<file path="src/rtl/unidade_controle_geogenius.sv">
// Quiz sequencer for the GeoGenius datapath: a Moore FSM that drives the counters, LEDs and answer register.
// State outputs are registered next to the state. Only the PROXIMA advance pulse also depends on ultima_jogada.
module unidade_controle_geogenius #(
   parameter logic TIMEOUT_ENCERRA = 1'b1
) (
   input  logic       clock,
   input  logic       reset_n,
   input  logic       iniciar,
   input  logic       dificuldade_chave,
   input  logic       fez_jogada,
   input  logic       jogada_igual_memoria,
   input  logic       ultima_jogada,
   input  logic       deu_timeout,
   input  logic       fim_timer_resultado,
   output logic       zera_contador_jogada,
   output logic       zera_contador_score,
   output logic       zera_timer_resultado,
   output logic       zera_timeout,
   output logic       zeraR,
   output logic       zera_tempo_de_jogo,
   output logic       conta_score,
   output logic       conta_jogada,
   output logic       conta_timer_resultado,
   output logic       conta_timeout,
   output logic       registraR,
   output logic       liga_led,
   output logic       mostra_tempo_de_jogo,
   output logic       dificuldade,
   output logic       led_acerto,
   output logic       led_erro,
   output logic       pronto,
   output logic [3:0] db_estado
);

   typedef enum logic [3:0] {
      INICIAL      = 4'd0,
      PREPARA      = 4'd1,
      CARREGA      = 4'd2,
      ESPERA       = 4'd3,
      REGISTRA     = 4'd4,
      COMPARA      = 4'd5,
      ACERTOU      = 4'd6,
      EXIBE_ACERTO = 4'd7,
      EXIBE_ERRO   = 4'd8,
      PROXIMA      = 4'd9,
      FIM_JOGO     = 4'd10,
      FIM_TIMEOUT  = 4'd11
   } estado_t;

   typedef struct packed {
      logic zera_contador_jogada;
      logic zera_contador_score;
      logic zera_timer_resultado;
      logic zera_timeout;
      logic zera_reg;
      logic zera_tempo_de_jogo;
      logic conta_score;
      logic conta_timer_resultado;
      logic conta_timeout;
      logic registra_reg;
      logic liga_led;
      logic mostra_tempo_de_jogo;
      logic led_acerto;
      logic led_erro;
      logic pronto;
   } saidas_t;

   estado_t estado_r;
   estado_t prox_s;
   saidas_t saidas_r;
   logic    dificuldade_r;
   logic    avanca_s;

   // Output pattern of each state. The registered copy is loaded from the next state.
   function automatic saidas_t decodifica(input estado_t e);
      saidas_t s;
      s = '0;
      case (e)
         PREPARA: begin
            s.zera_contador_jogada = 1'b1;
            s.zera_contador_score  = 1'b1;
            s.zera_timer_resultado = 1'b1;
            s.zera_timeout         = 1'b1;
            s.zera_reg             = 1'b1;
            s.zera_tempo_de_jogo   = 1'b1;
         end
         CARREGA: begin
            s.zera_timeout         = 1'b1;
            s.zera_timer_resultado = 1'b1;
         end
         ESPERA: begin
            s.liga_led             = 1'b1;
            s.conta_timeout        = 1'b1;
            s.zera_timer_resultado = 1'b1;
         end
         REGISTRA: begin
            s.registra_reg = 1'b1;
            s.liga_led     = 1'b1;
         end
         COMPARA:  s.liga_led    = 1'b1;
         ACERTOU:  s.conta_score = 1'b1;
         EXIBE_ACERTO: begin
            s.led_acerto            = 1'b1;
            s.conta_timer_resultado = 1'b1;
         end
         EXIBE_ERRO: begin
            s.led_erro              = 1'b1;
            s.conta_timer_resultado = 1'b1;
         end
         FIM_JOGO: begin
            s.pronto               = 1'b1;
            s.mostra_tempo_de_jogo = 1'b1;
         end
         FIM_TIMEOUT: begin
            s.pronto               = 1'b1;
            s.mostra_tempo_de_jogo = 1'b1;
            s.led_erro             = 1'b1;
         end
         default: s = '0;
      endcase
      return s;
   endfunction

   // Next-state selection; fez_jogada takes priority over a simultaneous timeout
   always_comb begin
      prox_s = estado_r;
      case (estado_r)
         INICIAL: begin
            if (iniciar) prox_s = PREPARA;
            else         prox_s = INICIAL;
         end
         PREPARA:  prox_s = CARREGA;
         CARREGA:  prox_s = ESPERA;
         ESPERA: begin
            if (fez_jogada)       prox_s = REGISTRA;
            else if (deu_timeout) prox_s = TIMEOUT_ENCERRA ? FIM_TIMEOUT : EXIBE_ERRO;
            else                  prox_s = ESPERA;
         end
         REGISTRA: prox_s = COMPARA;
         COMPARA: begin
            if (jogada_igual_memoria) prox_s = ACERTOU;
            else                      prox_s = EXIBE_ERRO;
         end
         ACERTOU:  prox_s = EXIBE_ACERTO;
         EXIBE_ACERTO, EXIBE_ERRO: begin
            if (fim_timer_resultado) prox_s = PROXIMA;
            else                     prox_s = estado_r;
         end
         PROXIMA: begin
            if (ultima_jogada) prox_s = FIM_JOGO;
            else               prox_s = CARREGA;
         end
         FIM_JOGO, FIM_TIMEOUT: begin
            if (iniciar) prox_s = PREPARA;
            else         prox_s = estado_r;
         end
         default:  prox_s = INICIAL;
      endcase
   end

   // State, registered outputs and the difficulty latched while in PREPARA
   always_ff @(posedge clock or negedge reset_n) begin
      if (!reset_n) begin
         estado_r      <= INICIAL;
         saidas_r      <= '0;
         dificuldade_r <= 1'b0;
      end else begin
         estado_r <= prox_s;
         saidas_r <= decodifica(prox_s);
         if (estado_r == PREPARA) dificuldade_r <= dificuldade_chave;
         else                     dificuldade_r <= dificuldade_r;
      end
   end

   // Advancing to the next question is the only output that depends on an input as well as the state.
   assign avanca_s = (estado_r == PROXIMA) && !ultima_jogada;

   assign zera_contador_jogada  = saidas_r.zera_contador_jogada;
   assign zera_contador_score   = saidas_r.zera_contador_score;
   assign zera_timer_resultado  = saidas_r.zera_timer_resultado;
   assign zera_timeout          = saidas_r.zera_timeout;
   assign zeraR                 = saidas_r.zera_reg | avanca_s;
   assign zera_tempo_de_jogo    = saidas_r.zera_tempo_de_jogo;
   assign conta_score           = saidas_r.conta_score;
   assign conta_jogada          = avanca_s;
   assign conta_timer_resultado = saidas_r.conta_timer_resultado;
   assign conta_timeout         = saidas_r.conta_timeout;
   assign registraR             = saidas_r.registra_reg;
   assign liga_led              = saidas_r.liga_led;
   assign mostra_tempo_de_jogo  = saidas_r.mostra_tempo_de_jogo;
   assign dificuldade           = dificuldade_r;
   assign led_acerto            = saidas_r.led_acerto;
   assign led_erro              = saidas_r.led_erro;
   assign pronto                = saidas_r.pronto;
   assign db_estado             = estado_r;

endmodule
</file>
<file path="config.mk">
export PLATFORM = sky130hd
export DESIGN_NAME = unidade_controle_geogenius
export DESIGN_NICKNAME = d
export VERILOG_FILES = /design/src/rtl/unidade_controle_geogenius.sv
export SDC_FILE = /design/constraint.sdc
export NUM_CORES = 1
export LEC_CHECK = 0
export ABC_AREA = 0
export CAP_MARGIN = 10
export CELL_PAD_IN_SITES_DETAIL_PLACEMENT = 1
export CELL_PAD_IN_SITES_GLOBAL_PLACEMENT = 1
export CORE_MARGIN = 2
export CORE_UTILIZATION = 35
export DETAILED_ROUTE_END_ITERATION = 8
export PLACE_DENSITY = 0.82
export SKIP_CTS_REPAIR_TIMING = 1
export SKIP_LAST_GASP = 1
export SYNTH_ARGS = -nofsm -noshare
export SYNTH_HDL_FRONTEND = slang
export SYNTH_SLANG_ARGS = --single-unit
</file>
<file path="constraint.sdc">
create_clock -name clock -period 3.63 [get_ports clock]
set_input_delay 0.726 -clock clock [delete_from_list [all_inputs] [get_ports clock]]
set_output_delay 0.726 -clock clock [all_outputs]
set_load 0.005 [all_outputs]
</file>
==> results list <==
- The number of pins exceeding their max-slew limit in the final report was 0.
- Leakage: 0.000486 uW
* EDFF count, synth: 0
- Min cycle time layout: 2850 ps
* Worst slew margin: 0.535
- Buffer cell driving the clock tree root: sky130_fd_sc_hd__clkbuf_4
- NetSw: 374 uW
- Maximum clock insertion buffer count: 2
- Insertion delay of the later-clocked pin in the worst-skew pair: 300 ps
* Area leader, netlist: sky130_fd_sc_hd__dfrtp_1
- Pin count of the biggest net entering global routing: 18
* Slew at the pin closest to its max-slew limit: 696 ps
- Row generation in the floorplan step produced 17 rows.
- Power Density: 864 nW/um2
- Relative contribution of sequential cells to total power: 0.341
* Setup tns final: 0 ps
* Register area share after synthesis: 0.478
- Setup slack of the most critical reg-to-reg path: 1820 ps
- Setup violations remaining at the end of the flow were counted as 0.
- Class of the most critical setup path: in -> out
- For this run, the slowest stage of the critical path takes 490 ps.
- Crit path DAT: 2120 ps
* Die extent in y: 52.9 um
- The slowest stage of the critical path is the sky130_fd_sc_hd__clkdlybuf4s50_1 cell.
* Worst-case clock skew: 3.91 ps
* Number of endpoints with negative hold slack in the final report: 0
- Worst path cell trace: clkdlybuf4s50_1 -> nor4_1 -> or2_1 -> clkdlybuf4s50_1
- In this run the worst path has a maximum fanout of 2.
- Summing all multi-input logic gate instances after layout gives 378 um2.
- Most frequent cell on the critical path: sky130_fd_sc_hd__clkdlybuf4s50_1
- Max Cap Violations: 0
- Yosys cell types: 31
- CTS saw 16 sinks.
- Setup repair after global routing left no endpoint under its margin.
* Main area contributors after synthesis: sky130_fd_sc_hd__dfrtp_1 48%, sky130_fd_sc_hd__nor2b_1 4.5%, sky130_fd_sc_hd__o32ai_4 3.3%
- In the routed design, unresolved DRC markers number 0.
- CP Capture Type: primary output
* Hold/Removal Path Class: reg -> reg
- Instance area at placement: 1110 um2
* Average cell area after synthesis: 10.6 um2
- Commonest register cell after synthesis: sky130_fd_sc_hd__dfrtp_1
- TritonCTS built the clock tree.
- Routed WL per cell: 14.0 um
- Number of fillers in the final layout: 252
- Fraction of registers with async set or reset after synthesis: 1.00
- Top-area cell type share of the netlist area: 0.478
- For met3 alone, demand over resource in global routing was 0.0282.
* IR Drop Worst-Case VDD: 426 uV
- Post-route standard cell area excluding fillers: 1150 um2
- The internal power of the cells totals 621 uW.
* Total die area: 2800 um2
- The cell count after synthesis came out at 79.
- Based on the critical path, the design can be clocked at up to 351 MHz.
* Length in cells of the worst reg-to-reg path: 5
- Fraction of the core area covered by cells at the end of the flow: 0.515
- CP endpoint: zeraR
- First-pass GRT wire length: 3330 um
- Power after layout: 995 uW
- The layer flagged by global routing as most heavily used is met2.
* Number of H-tree levels: 1
* GRT met1 Usage: 0.205
- Clock-pin slew was measured on the worst setup and hold paths at 100 ps.
- Synthesis produced a netlist with a net count of 88.
- Net count reported at finish: 115
- In this run, the number of DRC markers left after iteration 0 of detailed routing was 5.
- From synthesis to final layout, the design area changed by 37.3%.
- The worst setup path is launched from an input port.
- Register bit total from synthesis: 16
- Number of vias per cell after detailed routing: 4.98
* Number of nets still failing antenna checks after routing: 0
* Wire length after detailed routing: 1860 um
* Vias in the first global route: 714
- Core Area: 2230 um2
* Die width: 52.9 um
- The number of antenna violations at the first check in global routing came to 0.
- Before antenna repair, the detailed router went through 4 iterations.
* Starting Density: 0.375
* Cell with the most instances after synthesis: sky130_fd_sc_hd__dfrtp_1
- The flow ran to the end, and the final reports show no timing, DRC or antenna violations.
- Clock buffer count from CTS: 3
* Crit Reg-Reg Startpoint: db_estado[2]
- Overall fraction of global-route tracks in use: 0.164
- The number of antenna diodes in the final layout is 0.
- 30 I/O pins were placed.
* Switching Share: 0.376
* Detailed-route via count: 663
* Placed wire-length estimate: 1350 um
- The synthesized netlist occupies a cell area of 838 um2.
- Tracing the worst setup path back leads to its startpoint at ultima_jogada.
- Period utilization: 0.785
- Endpoint of the lowest-slack register-to-register path: liga_led
- Number of buffer cells added on primary ports: 29
- Share of power burned in the clock network: 0.123
- STA puts the critical path data required time at 2900 ps.
* Part of the total power dissipated in combinational logic: 0.537
- The Yosys step of the flow raised 0 warnings.
- The congestion estimate from routability-driven global placement came to 0.723.
- Cell types with the highest counts after synthesis: 16 x sky130_fd_sc_hd__dfrtp_1, 7 x sky130_fd_sc_hd__nand2_1, 6 x sky130_fd_sc_hd__nor2_1, 6 x sky130_fd_sc_hd__nor2b_1
- Grt met2 use: 0.263
- The sequential cells in the finished layout cover a total of 400 um2.
- Fraction of layout cells with a size suffix above 1: 0.0952
- Overall overflow remaining after global route: 0
how the worst min path moves through the flow:
stage / startpoint / to / slack, ps / cells after the start
after floorplan: reset_n / conta_score / 430 / 0
after global placement: dificuldade / dificuldade / 490 / 1
after detailed placement: dificuldade / dificuldade / 500 / 1
after CTS: dificuldade / dificuldade / 520 / 1
after global routing: dificuldade / dificuldade / 550 / 1
final: dificuldade / dificuldade / 520 / 1
registers in the layout (all words and copies together) (netlist names):
name,count
db_estado,4
dificuldade,1
conta_timer_resultado,1
led_erro,1
zera_timeout,1
saidas_r,1
registraR,1
liga_led,1
pronto,1
led_acerto,1
conta_timeout,1
zera_timer_resultado,1
conta_score,1
power by group through the flow:
stage	registers [uW]	clock network [uW]	logic [uW]
after floorplan	295	0	379
after global placement	339	0	531
after detailed placement	344	0	540
after CTS	341	126	545
after global routing	353	130	604
final	339	122	534
cell type report:
| type | instances | area share |
|---|---|---|
| Clock buffer | 4 | 0.0315 |
| Inverter | 3 | 0.00978 |
| Multi-Input combinational cell | 53 | 0.328 |
| Sequential cell | 16 | 0.348 |
| Tap cell | 28 | 0.0304 |
| Timing Repair Buffer | 29 | 0.252 |
critical path: cells and delay by family:
family                 cells  cell delay [ps]
buffers and inverters      2              910
AND/OR/NAND/NOR            2              490
cell usage in the layout, fill, tap and decap left out:
cell / netlist / final
sky130_fd_sc_hd__clkdlybuf4s50_1: 0 / 29
sky130_fd_sc_hd__dfrtp_1: 16 / 16
sky130_fd_sc_hd__nand2_1: 7 / 7
sky130_fd_sc_hd__nor2b_1: 6 / 6
sky130_fd_sc_hd__nor2_1: 6 / 6
sky130_fd_sc_hd__o21ai_0: 4 / 4
sky130_fd_sc_hd__nand2b_1: 4 / 4
sky130_fd_sc_hd__inv_1: 3 / 3
sky130_fd_sc_hd__a21o_1: 3 / 3
sky130_fd_sc_hd__clkbuf_4: 0 / 3
sky130_fd_sc_hd__o22ai_1: 2 / 2
sky130_fd_sc_hd__a21boi_1: 2 / 2
sky130_fd_sc_hd__nor4_1: 2 / 2
sky130_fd_sc_hd__and3b_1: 1 / 1
sky130_fd_sc_hd__or3b_1: 1 / 1
sky130_fd_sc_hd__a211oi_1: 1 / 1
sky130_fd_sc_hd__o32ai_1: 1 / 1
sky130_fd_sc_hd__nand3b_1: 1 / 1
sky130_fd_sc_hd__a22oi_2: 1 / 1
sky130_fd_sc_hd__o32ai_4: 1 / 1
sky130_fd_sc_hd__and2b_1: 1 / 1
sky130_fd_sc_hd__a211o_1: 1 / 1
sky130_fd_sc_hd__or3_4: 1 / 1
sky130_fd_sc_hd__a21oi_4: 1 / 1
sky130_fd_sc_hd__a31o_4: 1 / 1
sky130_fd_sc_hd__nor4b_1: 1 / 1
sky130_fd_sc_hd__or2_1: 1 / 1
sky130_fd_sc_hd__xnor2_1: 1 / 1
sky130_fd_sc_hd__and2_1: 1 / 1
sky130_fd_sc_hd__mux2_2: 1 / 1
sky130_fd_sc_hd__clkbuf_8: 0 / 1
routing by layer:
metal | up-vias | share of wire
met1 | 319 | 0.44
met2 | 21 | 0.48
met5 | - | 0
li1 | 319 | -
met4 | 0 | 0.015
met3 | 4 | 0.057
stage by stage:
step	instances	worst slack (ps)	hold WS, ps
after floorplan	79	1700	430
after global routing	133	652	549
after detailed placement	129	768	500
final	133	780	517
after global placement	129	807	494
after CTS	133	768	525
cells by family after synthesis:
logic type      after synthesis  synth area share
xor+xnor                      1            0.0104
buf+inv                      10            0.0716
flops                        16             0.478
simple gates                 33             0.225
compound gates               18             0.202
mux                           1            0.0134
Note: power is estimated with default switching activity, not from simulation.
